===== src/rtl/pc_fetch_unit.sv =====
// pc_fetch_unit: fetch-stage program counter with run/stall/halt control.
// Produces the word address for the instruction ROM. The next PC is chosen
// from sequential increment, taken branch or jump (jump > branch > sequential).
// A pending-redirect buffer holds a control-flow decision made while stalled.
// If the FETCH_PERF_CNT_EN macro is defined, the fetch and redirect
// performance counters are added as extra outputs.
module pc_fetch_unit #(
  parameter int unsigned ADDR_W   = 5,
  parameter logic [31:0] RESET_PC = 32'd0
) (
  input  logic        clk,
  input  logic        rst_n,
  input  logic        en,
  input  logic        stall,
  input  logic        branch_taken,
  input  logic [15:0] branch_offset,
  input  logic        jump,
  input  logic [25:0] jump_target,
  input  logic        halt,
  output logic [31:0] PC_Out,
  output logic [31:0] pc_plus1,
  output logic        fetch_valid,
  output logic [1:0]  state
`ifdef FETCH_PERF_CNT_EN
  ,
  output logic [31:0] fetch_count,
  output logic [15:0] redirect_count
`endif
);

  typedef enum logic [1:0] {
    S_IDLE  = 2'b00,
    S_RUN   = 2'b01,
    S_STALL = 2'b10,
    S_HALT  = 2'b11
  } state_t;

  localparam logic [ADDR_W-1:0] PC_ONE = ADDR_W'(1);

  state_t            r_state;
  logic [ADDR_W-1:0] r_pc;
  logic              r_fetch_valid;
  logic              r_pend_valid;
  logic [ADDR_W-1:0] r_pend_tgt;

  logic [31:0]       w_off_sext;
  logic [ADDR_W-1:0] w_seq;
  logic [ADDR_W-1:0] w_br_tgt;
  logic [ADDR_W-1:0] w_jmp_tgt;
  logic              w_redir;
  logic [ADDR_W-1:0] w_redir_tgt;
  logic [ADDR_W-1:0] w_next_live;
  logic [ADDR_W-1:0] w_release_tgt;
  logic              w_unused_bits;

  // Next-PC candidates; all arithmetic wraps at ADDR_W bits.
  always_comb begin
    w_off_sext    = {{16{branch_offset[15]}}, branch_offset};
    w_seq         = r_pc + PC_ONE;
    w_br_tgt      = r_pc + PC_ONE + w_off_sext[ADDR_W-1:0];
    w_jmp_tgt     = jump_target[ADDR_W-1:0];
    w_redir       = jump | branch_taken;
    w_redir_tgt   = jump ? w_jmp_tgt : w_br_tgt;
    w_next_live   = w_redir ? w_redir_tgt : w_seq;
    // A buffered redirect takes precedence over this cycle's inputs on stall release.
    w_release_tgt = r_pend_valid ? r_pend_tgt : w_next_live;
    w_unused_bits = ^{w_off_sext[31:ADDR_W], jump_target[25:ADDR_W]};
  end

  // Control FSM: owns the PC, registered fetch_valid and the pending-redirect buffer.
  always_ff @(posedge clk or negedge rst_n) begin
    if (!rst_n) begin
      r_state       <= S_IDLE;
      r_pc          <= RESET_PC[ADDR_W-1:0];
      r_fetch_valid <= 1'b0;
      r_pend_valid  <= 1'b0;
      r_pend_tgt    <= '0;
    end else begin
      case (r_state)
        S_IDLE: begin
          if (en) begin
            r_state       <= S_RUN;
            r_fetch_valid <= 1'b1;
          end
        end
        S_RUN: begin
          if (halt) begin
            r_state       <= S_HALT;
            r_fetch_valid <= 1'b0;
          end else if (stall) begin
            r_state       <= S_STALL;
            r_fetch_valid <= 1'b0;
            r_pend_valid  <= w_redir;
            r_pend_tgt    <= w_redir_tgt;
          end else if (!en) begin
            r_state       <= S_IDLE;
            r_fetch_valid <= 1'b0;
          end else begin
            r_pc <= w_next_live;
          end
        end
        S_STALL: begin
          if (halt) begin
            r_state      <= S_HALT;
            r_pend_valid <= 1'b0;
          end else if (stall) begin
            if (w_redir) begin
              r_pend_valid <= 1'b1;
              r_pend_tgt   <= w_redir_tgt;
            end
          end else begin
            r_pc         <= w_release_tgt;
            r_pend_valid <= 1'b0;
            if (en) begin
              r_state       <= S_RUN;
              r_fetch_valid <= 1'b1;
            end else begin
              r_state <= S_IDLE;
            end
          end
        end
        S_HALT: begin
          r_state <= S_HALT;
        end
        default: begin
          r_state       <= S_IDLE;
          r_fetch_valid <= 1'b0;
        end
      endcase
    end
  end

  // Zero-extended address outputs.
  always_comb begin
    PC_Out      = '0;
    pc_plus1    = '0;
    PC_Out[ADDR_W-1:0]   = r_pc;
    pc_plus1[ADDR_W-1:0] = w_seq;
    fetch_valid = r_fetch_valid;
    state       = r_state;
  end

`ifdef FETCH_PERF_CNT_EN
  logic        w_redir_applied;
  logic [31:0] r_fetch_count;
  logic [15:0] r_redirect_count;

  // A redirect counts when it actually lands in the PC, including buffered ones.
  always_comb begin
    w_redir_applied = 1'b0;
    if (r_state == S_RUN && !halt && !stall && en && w_redir)
      w_redir_applied = 1'b1;
    if (r_state == S_STALL && !halt && !stall && (r_pend_valid || w_redir))
      w_redir_applied = 1'b1;
  end

  // Saturating performance counters.
  always_ff @(posedge clk or negedge rst_n) begin
    if (!rst_n) begin
      r_fetch_count    <= '0;
      r_redirect_count <= '0;
    end else begin
      if (r_fetch_valid && r_fetch_count != '1)
        r_fetch_count <= r_fetch_count + 32'd1;
      if (w_redir_applied && r_redirect_count != '1)
        r_redirect_count <= r_redirect_count + 16'd1;
    end
  end

  assign fetch_count    = r_fetch_count;
  assign redirect_count = r_redirect_count;
`endif

endmodule


===== config.mk =====
export PLATFORM = sky130hd
export DESIGN_NAME = pc_fetch_unit
export DESIGN_NICKNAME = d
export VERILOG_FILES = /design/src/rtl/pc_fetch_unit.sv
export SDC_FILE = /design/constraint.sdc
export NUM_CORES = 1
export LEC_CHECK = 0
export CAP_MARGIN = 30
export CORE_ASPECT_RATIO = 0.6
export CORE_UTILIZATION = 23
export DETAILED_ROUTE_END_ITERATION = 7
export SYNTH_ARGS = -nofsm -noshare
export SYNTH_HDL_FRONTEND = slang
export SYNTH_SLANG_ARGS = --single-unit
export TNS_END_PERCENT = 5

===== constraint.sdc =====
create_clock -name clk -period 6 [get_ports clk]
set_input_delay 1.2 -clock clk [delete_from_list [all_inputs] [get_ports clk]]
set_output_delay 1.2 -clock clk [all_outputs]
set_load 0.005 [all_outputs]

==> metrics.txt, run 1 <==
status finished clean; average wire per standard cell 10.0 um; delay of the slowest cell on the worst path ~0.42 ns; clock tree from TritonCTS yes; total placed cells including tap cells 277; biggest area contributors in the synthesized netlist sky130_fd_sc_hd__buf_4, sky130_fd_sc_hd__dfrtp_1, sky130_fd_sc_hd__mux2i_1; master cell of the clock root buffer sky130_fd_sc_hd__clkbuf_8; headroom to the max-slew limit 0.552; worst setup skew after layout 0.000867 ns; proportion of total power due to net switching 0.340; terminus of the critical flop-to-flop path r_pc[4]; worst hold endpoint r_pend_tgt[0]; Final Slew Violations 0; worst min-delay path startpoint r_pend_tgt[0]; largest fanout on the critical path 2; initial antenna violation count 0; data arrival time of the critical path ~3.2 ns; Power Density between 200 and 300 mW/mm^2; Design Power 0.000441 W; growth of design area from synthesis to finish 14.8%; Cells after Synth around 170; number of search-and-repair iterations in the first detailed-routing pass 4; kind of end point of the critical path flop; setup repair after global routing missed its margin false; starting utilization of the core area 0.239; share of flip-flops with an asynchronous set or reset 1.00; ordered list of cells on the worst path clkdlybuf4s50_1 > ha_1 > fa_1 > a21o_2 > a21oi_2 > mux2i_1 > xnor2_1 > o31ai_1; number of clock buffers inserted by TritonCTS 3; final wirelength 2820 um; number of I/O pins between 100 and 150; prevailing post-synth register cell sky130_fd_sc_hd__dfrtp_1; global-route total usage across every layer 0.0897; Power Internal a little under 0.0003 W; timing-limited maximum frequency around 0.33 GHz; leading cell types in the layout, fill and taps excluded sky130_fd_sc_hd__conb_1, sky130_fd_sc_hd__clkdlybuf4s50_1, sky130_fd_sc_hd__dfrtp_1, sky130_fd_sc_hd__o21ai_0, sky130_fd_sc_hd__nand2_1; share of total power in sequential cells 0.295; max-cap check violation count 0; Antenna Diode Count 0; number of sinks handled by clock tree synthesis 14; number of vias in the routed layout about 1000; DR DRC count 0; worst min path class flop to flop; R2R Path Start r_pc[0]; first-pass GRT wire length roughly 4600 um; worst setup slack for register-to-register paths approximately 3.6 ns; largest net degree at the start of global routing 15; deepest clock path buffer count 2; sequential element share of the synthesized area 0.239; most common cell after layout, fill and taps aside sky130_fd_sc_hd__conb_1; number of standard-cell rows in the floorplan 22; CP Buf/Inv Count 1; highest metal layer with signal wires met4; share of power burned in the clock network 0.214; antenna viol nets, final 0; Gates resized, CTS repair 0; count of endpoints failing setup in the final report 0; count of flip-flops with a built-in enable after synthesis 0; x dimension of the die approximately 110 um; combinational share of power 0.491; count of endpoints failing hold in the final timing report 0; post-synthesis cell type with the largest combined area sky130_fd_sc_hd__buf_4; Met1 Routed Length between 1000 and 1500 um; share of post-route cells with drive strength above 1 0.0660; via count of the first global-routing pass roughly 930; cell family with most CP delay adder cells; post-layout instance count excluding filler cells 281; proportion of netlist area held by the largest area contributor 0.277; clock slew at the register clock pins of the worst setup and hold paths approximately 0.06 ns; part of the cycle the worst path needs 0.512; Yosys warning total 0; Max IR drop VDD a little over 0.09 mV; net total in the final layout roughly 250; y dimension of the die 63.8 um; Iteration-0 DRC Markers 38; wire length on met3 177 um; required time at the endpoint of the critical path 6.15 ns; final weighted congestion in routability-driven placement around 0.76; startpoint kind of the worst setup timing path primary input; worst slew pin tran 0.669 ns; average size of a mapped cell slightly below 9 um^2; die outline area 0.00670 mm^2; Netlist cell types 41; post-CTS setup buffer count 0; register bit count reported by yosys 14; hold buffers post-CTS 0; post-synth design cell area roughly 0.0015 mm^2; amount of wire on met2 after detailed routing approximately 1200 um; Detail Placement HPWL between 2000 and 2500 um; P_leak between 0.7 and 0.8 nW; total of buffers placed on input and output ports 29; slowest cell on the critical path sky130_fd_sc_hd__fa_1; Reg2Reg Depth 7; clock period minus final worst setup slack between 3 and 4 ns; cell depth of the worst hold path 2; leftover overflow at the end of global routing 0; Floorplan Core Area around 0.006 mm^2; average vias per placed instance 3.68; total number of H-tree levels 1; critical path start-end classification primary input to flop; switching component of the power ~0.00015 W; Total Neg Setup Slack 0 ns; clock latency of the later-clocked register in the worst-skew pair around 0.25 ns
==> synthesized netlist by cell type (2+ instances only) <==
library cell,number
sky130_fd_sc_hd__buf_4,54
sky130_fd_sc_hd__dfrtp_1,14
sky130_fd_sc_hd__nand2_1,12
sky130_fd_sc_hd__o21ai_0,12
sky130_fd_sc_hd__a21oi_1,8
sky130_fd_sc_hd__mux2i_1,8
sky130_fd_sc_hd__nor2_1,7
sky130_fd_sc_hd__ha_1,6
sky130_fd_sc_hd__inv_1,4
sky130_fd_sc_hd__nand3_1,4
sky130_fd_sc_hd__nand2b_1,3
sky130_fd_sc_hd__xnor2_1,3
sky130_fd_sc_hd__a21oi_2,2
sky130_fd_sc_hd__buf_2,2
sky130_fd_sc_hd__mux2_2,2
sky130_fd_sc_hd__nor2b_1,2
sky130_fd_sc_hd__o31ai_1,2
==> per-stage QoR <==
stage,util,area (um^2),setup WS (ns),hold WS [ns]
3_5_place_dp,0.265,1630,2.66,0.476
6_report,0.274,1680,2.93,0.482
5_1_grt,0.274,1680,2.80,0.511
4_1_cts,0.274,1680,2.91,0.489
2_1_floorplan,-,1660,3.24,0.445
3_3_place_gp,0.265,1630,2.67,0.464
==> registers in the layout, summed over array words and instances (netlist names) <==
register and count:
r_pc 5, r_pend_tgt 5, state 2, fetch_valid 1
r_pend_valid 1
==> worst register-to-register path: cells and delay by family (launching register included) <==
family,cells,cell delay [ns]
fa+ha+maj,2,0.87
mux,1,0.23
compound gates,3,0.64
flops,1,0.46
xor+xnor,1,0.08
==> logic make-up (layout without fill, tap and decap cells) <==
kind of cell	after synthesis	in the layout	synth area share
and+or+nand+nor	34	34	0.114
other	1	54	0.00256
buffers and inverters	62	37	0.306
muxes	11	11	0.0777
AOI/OAI and AO/OA	33	33	0.138
DFF	14	14	0.239
xor gates and xnor gates	6	6	0.0504
adders and majority gates	8	8	0.0717
==> worst max-delay path by stage <==
stage / from / to / cells past startpoint
detailed placement: branch_offset[0] / r_pc[4] / 8
CTS: branch_offset[0] / r_pc[4] / 8
global placement: branch_offset[0] / r_pend_tgt[4] / 8
finish: branch_offset[0] / r_pc[4] / 8
floorplan: branch_offset[0] / r_pend_tgt[4] / 7
global route: branch_offset[0] / r_pc[4] / 8
==> area by class of cell <==
class	instances	area [um^2]
sequential	14	350
clock buffer	4	55.1
fill	644	4460
inverter	4	15.0
multi-input combinational	146	866
timing repair buffer	29	290
tap	84	105
==> metal layers <==
| layer | global-route usage | vias to the layer above |
|---|---|---|
| li1 | - | 517 |
| met1 | 0.127 | 490 |
| met2 | 0.128 | 25 |
| met3 | 0.0357 | 2 |
| met4 | 0.0158 | 0 |
| met5 | 0 | - |
==> power groups by stage <==
stage,sequential [W],clock (W),combinational [W]
4_1_cts,0.000131,0.0000948,0.000218
2_1_floorplan,0.000129,0,0.000157
6_report,0.000130,0.0000942,0.000216
5_1_grt,0.000134,0.000102,0.000244
3_5_place_dp,0.000132,0,0.000215
3_3_place_gp,0.000132,0,0.000213
(Power assumes the default switching activity.)
==> run 2, diff against run 1 <==
==> constraint.sdc (replaced) <==
create_clock -name clk -period 3.2 [get_ports clk]
set_input_delay 0.64 -clock clk [delete_from_list [all_inputs] [get_ports clk]]
set_output_delay 0.64 -clock clk [all_outputs]
set_load 0.005 [all_outputs]
==> run 2 against run 1 <==
Critical path type unchanged. Final area is 0.37% lower. Largest power group unchanged. Core utilization down 0.10 points. Critical endpoint unchanged. Combinational power increased by 88%. Largest cell class unchanged. Sequential power grew 88%. Global-route usage down 0.24 points. Total power grew 81%. Flip-flop and latch count unchanged. Via count down 0.48%.
==> metrics.txt, run 2 (synthesis gave the netlist of run 1 again) <==
largest fanout on the critical path 2 (unchanged); tightest hold margin 0.482 ns (+0.000143 ns); post-placement cell area 0.00163 mm^2 (+0.46%); average wire per standard cell 10.0 um (about the same); wire length on met3 161 um (-9.0%); clock latency of the later-clocked register in the worst-skew pair 0.25 ns (about the same); cell family with most CP delay adder cells; clock tree from TritonCTS yes; P_leak 0.796 nW (-0.30%); area of all placed cells without fillers 0.00168 mm^2 (-0.37%); Final Slew Violations 0 (unchanged); Reg2Reg Depth 7 (unchanged); Total Neg Setup Slack 0 ns (unchanged); total number of H-tree levels 1 (unchanged); x dimension of the die 105 um (unchanged); number of vias in the routed layout 1029 (-0.48%); first-pass GRT wire length 4470 um (-3.7%); number of standard-cell rows in the floorplan 22 (unchanged); Power Density 475 mW/mm^2 (+81%); number of search-and-repair iterations in the first detailed-routing pass 4 (unchanged); starting utilization of the core area 0.239 (unchanged); headroom to the max-slew limit 0.569 (+0.0169); net total in the final layout 255 (+0.39%); timing-limited maximum frequency between 0.4 and 0.5 GHz; Detail Placement HPWL 2340 um (+0.32%); Floorplan Core Area 0.00614 mm^2 (unchanged); fill cell instance count of the final layout 665 (+3.3%); number of I/O pins 116 (unchanged); required time at the endpoint of the critical path 3.35 ns (-2.80 ns); Met1 Routed Length 1430 um (-0.83%); share of post-route cells with drive strength above 1 0.0660 (unchanged); antenna viol nets, final 0 (unchanged); hold buffers post-CTS 0 (unchanged); Antenna Diode Count 0 (unchanged); Max IR drop VDD 0.151 mV (+67%); ordered list of cells on the worst path clkdlybuf4s50_1 > ha_1 > fa_1 > a21o_2 > a21oi_2 > mux2i_1 > xnor2_1 > o31ai_1; critical path start-end classification primary input to flop; amount of wire on met2 after detailed routing 1220 um (+3.0%); largest net degree at the start of global routing 15 (unchanged); startpoint kind of the worst setup timing path primary input; highest metal layer with signal wires met3; cell depth of the worst hold path 2 (unchanged); clock period minus final worst setup slack about 2.5 ns; status finished clean; Gates resized, CTS repair 0 (unchanged); initial antenna violation count 0 (unchanged); number of clock buffers inserted by TritonCTS 3 (unchanged); post-layout instance count excluding filler cells 281 (unchanged); final weighted congestion in routability-driven placement 0.756 (about the same); worst slew pin tran 0.644 ns (-0.0252 ns); master cell of the clock root buffer sky130_fd_sc_hd__clkbuf_8; clock slew at the register clock pins of the worst setup and hold paths 0.06 ns (about the same); leftover overflow at the end of global routing 0 (unchanged); worst setup skew after layout 0.00645 ns (+0.00559 ns); final wirelength 2810 um (about the same); slowest cell on the critical path sky130_fd_sc_hd__fa_1; max-cap check violation count 0 (unchanged); number of sinks handled by clock tree synthesis 14 (unchanged); leading cell types in the layout, fill and taps excluded sky130_fd_sc_hd__conb_1, sky130_fd_sc_hd__clkdlybuf4s50_1, sky130_fd_sc_hd__dfrtp_1, sky130_fd_sc_hd__o21ai_0, sky130_fd_sc_hd__nand2_1; part of the cycle the worst path needs 0.780; worst min path class flop to flop; total placed cells including tap cells 278 (+0.36%); delay of the slowest cell on the worst path 0.41 ns (about the same); growth of design area from synthesis to finish 14.3%; post-CTS setup buffer count 0 (unchanged); global-route total usage across every layer 0.0873 (-0.00240); utilization after layout 0.273 (-0.00102); number of cells on the critical path 8 (unchanged); y dimension of the die 63.8 um (unchanged); die outline area 0.00670 mm^2 (unchanged); kind of end point of the critical path flop; DR DRC count 0 (unchanged); Iteration-0 DRC Markers 20 (-47%); total of buffers placed on input and output ports 29 (unchanged); setup repair after global routing missed its margin false; average vias per placed instance 3.66 (-0.48%); deepest clock path buffer count 2 (unchanged); via count of the first global-routing pass 935 (+0.11%); CP Buf/Inv Count 1 (unchanged); most common cell after layout, fill and taps aside sky130_fd_sc_hd__conb_1; count of endpoints failing setup in the final report 0 (unchanged); count of endpoints failing hold in the final timing report 0 (unchanged); data arrival time of the critical path 2.65 ns (-0.57 ns)
## run 2: path summary, 6_finish.rpt
| path | start | end | slack [ns] |
|---|---|---|---|
| max reg2reg | r_pc[0] | r_pc[4] | 0.85 |
| max | branch_offset[0] | r_pc[4] | 0.71 |
| max in group asynchronous | rst_n | r_pc[2] | 1.99 |
| min | r_pend_tgt[0] | r_pend_tgt[0] | 0.48 |
| min reg2reg | r_pend_tgt[0] | r_pend_tgt[0] | 0.48 |
| min in group asynchronous | rst_n | r_pc[4] | 0.79 |
## run 2: metrics by stage
stage	power (W)	setup slack, ns
2_1_floorplan	0.000537	0.995
3_3_place_gp	0.000647	0.425
3_5_place_dp	0.000653	0.423
4_1_cts	0.000808	0.674
5_1_grt	0.000860	0.623
6_report	0.000796	0.706
## run 2: layout make-up
class / count / area, um^2 / share of cell area
multi-input combinational: 146 / 866 / 0.517
inverter: 4 / 15.0 / 0.00896
clock buffer: 3 / 41.3 / 0.0246
sequential: 14 / 350 / 0.209
timing repair buffer: 30 / 298 / 0.178
tap: 84 / 105 / 0.0627
## run 2: power by group
part           internal [W]  switching (W)
Combinational      0.000224       0.000180
Clock             0.0000833      0.0000633
Sequential         0.000213      0.0000325
## run 2: routing by layer
layer	vias up	global-route usage
li1	518	-
met1	482	0.117
met2	29	0.132
met3	0	0.0337
met4	0	0.0211
met5	-	0
## run 2: worst reg2reg max path: stages (launching register included)
cell and delay [ns]:
sky130_fd_sc_hd__dfrtp_1 0.46, sky130_fd_sc_hd__ha_1 0.40, sky130_fd_sc_hd__fa_1 0.45, sky130_fd_sc_hd__a21o_2 0.24
sky130_fd_sc_hd__a21oi_2 0.18, sky130_fd_sc_hd__mux2i_1 0.23, sky130_fd_sc_hd__xnor2_1 0.08, sky130_fd_sc_hd__o31ai_1 0.21
==> run 3, diff against run 2 <==
==> constraint.sdc (replaced) <==
create_clock -name clk -period 2.5 [get_ports clk]
set_input_delay 0.5 -clock clk [delete_from_list [all_inputs] [get_ports clk]]
set_output_delay 0.5 -clock clk [all_outputs]
set_load 0.005 [all_outputs]
==> run 3 against run 2 <==
Wire length grew 3.1%. Critical path depth is the same. Critical path type unchanged. Final area grew 4.4%. Critical endpoint is now r_pend_tgt[4]. Global-route usage grew 0.53 points. Die area is the same. Worst hold slack is essentially flat. Total power grew 36%. Clock power grew 51%. Highest routed layer is now met4. Non-clock buffer count grew 7. Register-to-register slack lost 0.66 ns. Largest cell class unchanged.
==> metrics.txt, run 3 (synthesis gave the netlist of run 1 again) <==
status finished clean; Detail Placement HPWL 2410 um (+3.1%); master cell of the clock root buffer sky130_fd_sc_hd__clkbuf_8; average vias per placed instance 3.67 (+0.16%); Total Neg Setup Slack 0 ns (unchanged); data arrival time of the critical path 2.48 ns (-0.17 ns); antenna viol nets, final 0 (unchanged); setup repair after global routing missed its margin false; total number of H-tree levels 1 (unchanged); Antenna Diode Count 0 (unchanged); startpoint kind of the worst setup timing path primary input; share of total power in sequential cells 0.288 (-0.020); number of standard-cell rows in the floorplan 22 (unchanged); switching component of the power 0.000368 W (+33%); hold buffers post-CTS 0 (unchanged); max-cap check violation count 0 (unchanged); average wire per standard cell 10.0 um (+0.27%); Floorplan Core Area 0.00614 mm^2 (unchanged); worst setup skew after layout 0.00219 ns (-0.00426 ns); number of sinks handled by clock tree synthesis 14 (unchanged); critical path start-end classification primary input to flop; utilization after layout 0.285 (+0.0120); proportion of total power due to net switching 0.340 (-0.00710); count of endpoints failing setup in the final report 0 (unchanged); net total in the final layout 262 (+2.7%); Multi-input gate area 873 um^2 (+0.87%); timing-limited maximum frequency roughly 0.42 GHz; clock tree from TritonCTS yes; worst min path class flop to flop; global-route total usage across every layer 0.0927 (+0.00533); leading cell types in the layout, fill and taps excluded sky130_fd_sc_hd__conb_1, sky130_fd_sc_hd__clkdlybuf4s50_1, sky130_fd_sc_hd__dfrtp_1, sky130_fd_sc_hd__o21ai_0, sky130_fd_sc_hd__nand2_1; combinational share of power 0.508 (about the same); largest net degree at the start of global routing 15 (unchanged); part of the cycle the worst path needs 0.942; Final Slew Violations 0 (unchanged); starting utilization of the core area 0.239 (unchanged); clock period minus final worst setup slack roughly 2.4 ns; share of power burned in the clock network 0.205 (+0.021); via count of the first global-routing pass 983 (+5.1%); initial antenna violation count 0 (unchanged); sequential cell area in the final layout 350 um^2 (unchanged); required time at the endpoint of the critical path 2.63 ns (-0.72 ns); share of post-route cells with drive strength above 1 0.102 (+0.0364); kind of end point of the critical path flop; leftover overflow at the end of global routing 0 (unchanged); x dimension of the die 105 um (unchanged); most common cell after layout, fill and taps aside sky130_fd_sc_hd__conb_1; tightest hold margin 0.482 ns (-0.0000180 ns); worst path setup slack after routing 0.146 ns (-0.559 ns); number of search-and-repair iterations in the first detailed-routing pass 6 (+2); Iteration-0 DRC Markers 41 (+110%); DR DRC count 0 (unchanged); total of buffers placed on input and output ports 29 (unchanged); P_leak 0.839 nW (+5.4%); Power Density 620 mW/mm^2 (+30%); clock slew at the register clock pins of the worst setup and hold paths 0.06 ns (about the same); number of vias in the routed layout 1060 (+3.0%); final wirelength 2900 um (+3.1%); Max IR drop VDD 0.213 mV (+41%); worst setup timing slack at the placement stage -0.135 ns (-0.558 ns); die outline area 0.00670 mm^2 (unchanged); post-placement cell area 0.00169 mm^2 (+3.2%); y dimension of the die 63.8 um (unchanged); final weighted congestion in routability-driven placement 0.749 (-0.95%); growth of design area from synthesis to finish 19.4%; count of endpoints failing hold in the final timing report 0 (unchanged); clock latency of the later-clocked register in the worst-skew pair 0.25 ns (about the same); fill cell instance count of the final layout 653 (-1.8%); first-pass GRT wire length 4780 um (+6.9%); Power Internal 0.000716 W (+38%); area of all placed cells without fillers 0.00175 mm^2 (+4.4%); worst slew pin tran 0.660 ns (+0.0163 ns); number of clock buffers inserted by TritonCTS 3 (unchanged); number of I/O pins 116 (unchanged); largest fanout on the critical path 2 (unchanged); worst setup slack for register-to-register paths 0.19 ns (-0.66 ns); headroom to the max-slew limit 0.558 (-0.0109); deepest clock path buffer count 2 (unchanged)
[run 3: cell types whose count changed in the layout (fill, tap and decap cells not counted)]
cell / change
sky130_fd_sc_hd__buf_4: +7
sky130_fd_sc_hd__a21oi_2: -1
sky130_fd_sc_hd__a21oi_4: +1
sky130_fd_sc_hd__clkbuf_8: +1
[run 3: worst paths after layout]
| kind | start | end | cells past startpoint |
|---|---|---|---|
| max | branch_offset[0] | r_pend_tgt[4] | 8 |
| min | r_pend_tgt[0] | r_pend_tgt[0] | 2 |
| max reg2reg | r_pc[0] | r_pend_tgt[4] | 7 |
| min reg2reg | r_pend_tgt[0] | r_pend_tgt[0] | 2 |
| max in group asynchronous | rst_n | r_pend_tgt[0] | 1 |
| min in group asynchronous | rst_n | r_pc[4] | 1 |
[run 3: area by class of cell]
| type | count | area share |
|---|---|---|
| clock buffers | 4 | 0.0315 |
| inverters | 4 | 0.00858 |
| multi-input cells | 146 | 0.499 |
| flip-flops and latches | 14 | 0.200 |
| well taps | 84 | 0.0601 |
| repair buffers | 37 | 0.200 |
[run 3: metal layers]
| layer | vias to the layer above | track usage | wire (um) |
|---|---|---|---|
| met5 | - | 0 | 0 |
| met4 | 0 | 0.0211 | 10 |
| met3 | 2 | 0.0337 | 159 |
| met2 | 28 | 0.133 | 1190 |
| li1 | 533 | - | - |
| met1 | 497 | 0.130 | 1540 |
[run 3: critical path: stages]
cell	delay, ns
sky130_fd_sc_hd__clkdlybuf4s50_1	0.41
sky130_fd_sc_hd__ha_1	0.23
sky130_fd_sc_hd__fa_1	0.41
sky130_fd_sc_hd__a21o_2	0.26
sky130_fd_sc_hd__a21oi_4	0.18
sky130_fd_sc_hd__xnor3_1	0.15
sky130_fd_sc_hd__o21ai_1	0.06
sky130_fd_sc_hd__mux2_1	0.28
[run 3: timing repair]
| action | in CTS | in global routing |
|---|---|---|
| buffers inserted | 0 | 0 |
| endpoints found under the hold margin | 0 | 0 |
| setup endpoints to repair | 0 | 1 |
| gates resized for setup | 0 | 1 |
[run 3: power by group through the flow]
stage | clock, W | sequential, W | combinational [W]
after CTS | 0.000228 | 0.000312 | 0.000539
final | 0.000222 | 0.000312 | 0.000550
after floorplan | 0 | 0.000309 | 0.000377
after global routing | 0.000237 | 0.000320 | 0.000617
after detailed placement | 0 | 0.000315 | 0.000535
after global placement | 0 | 0.000314 | 0.000528
[run 3: per-stage QoR]
step / total power (W) / instances
final: 0.00108 / 289
after global routing: 0.00117 / 289
after CTS: 0.00108 / 289
after detailed placement: 0.000850 / 285
after global placement: 0.000842 / 285
after floorplan: 0.000687 / 222
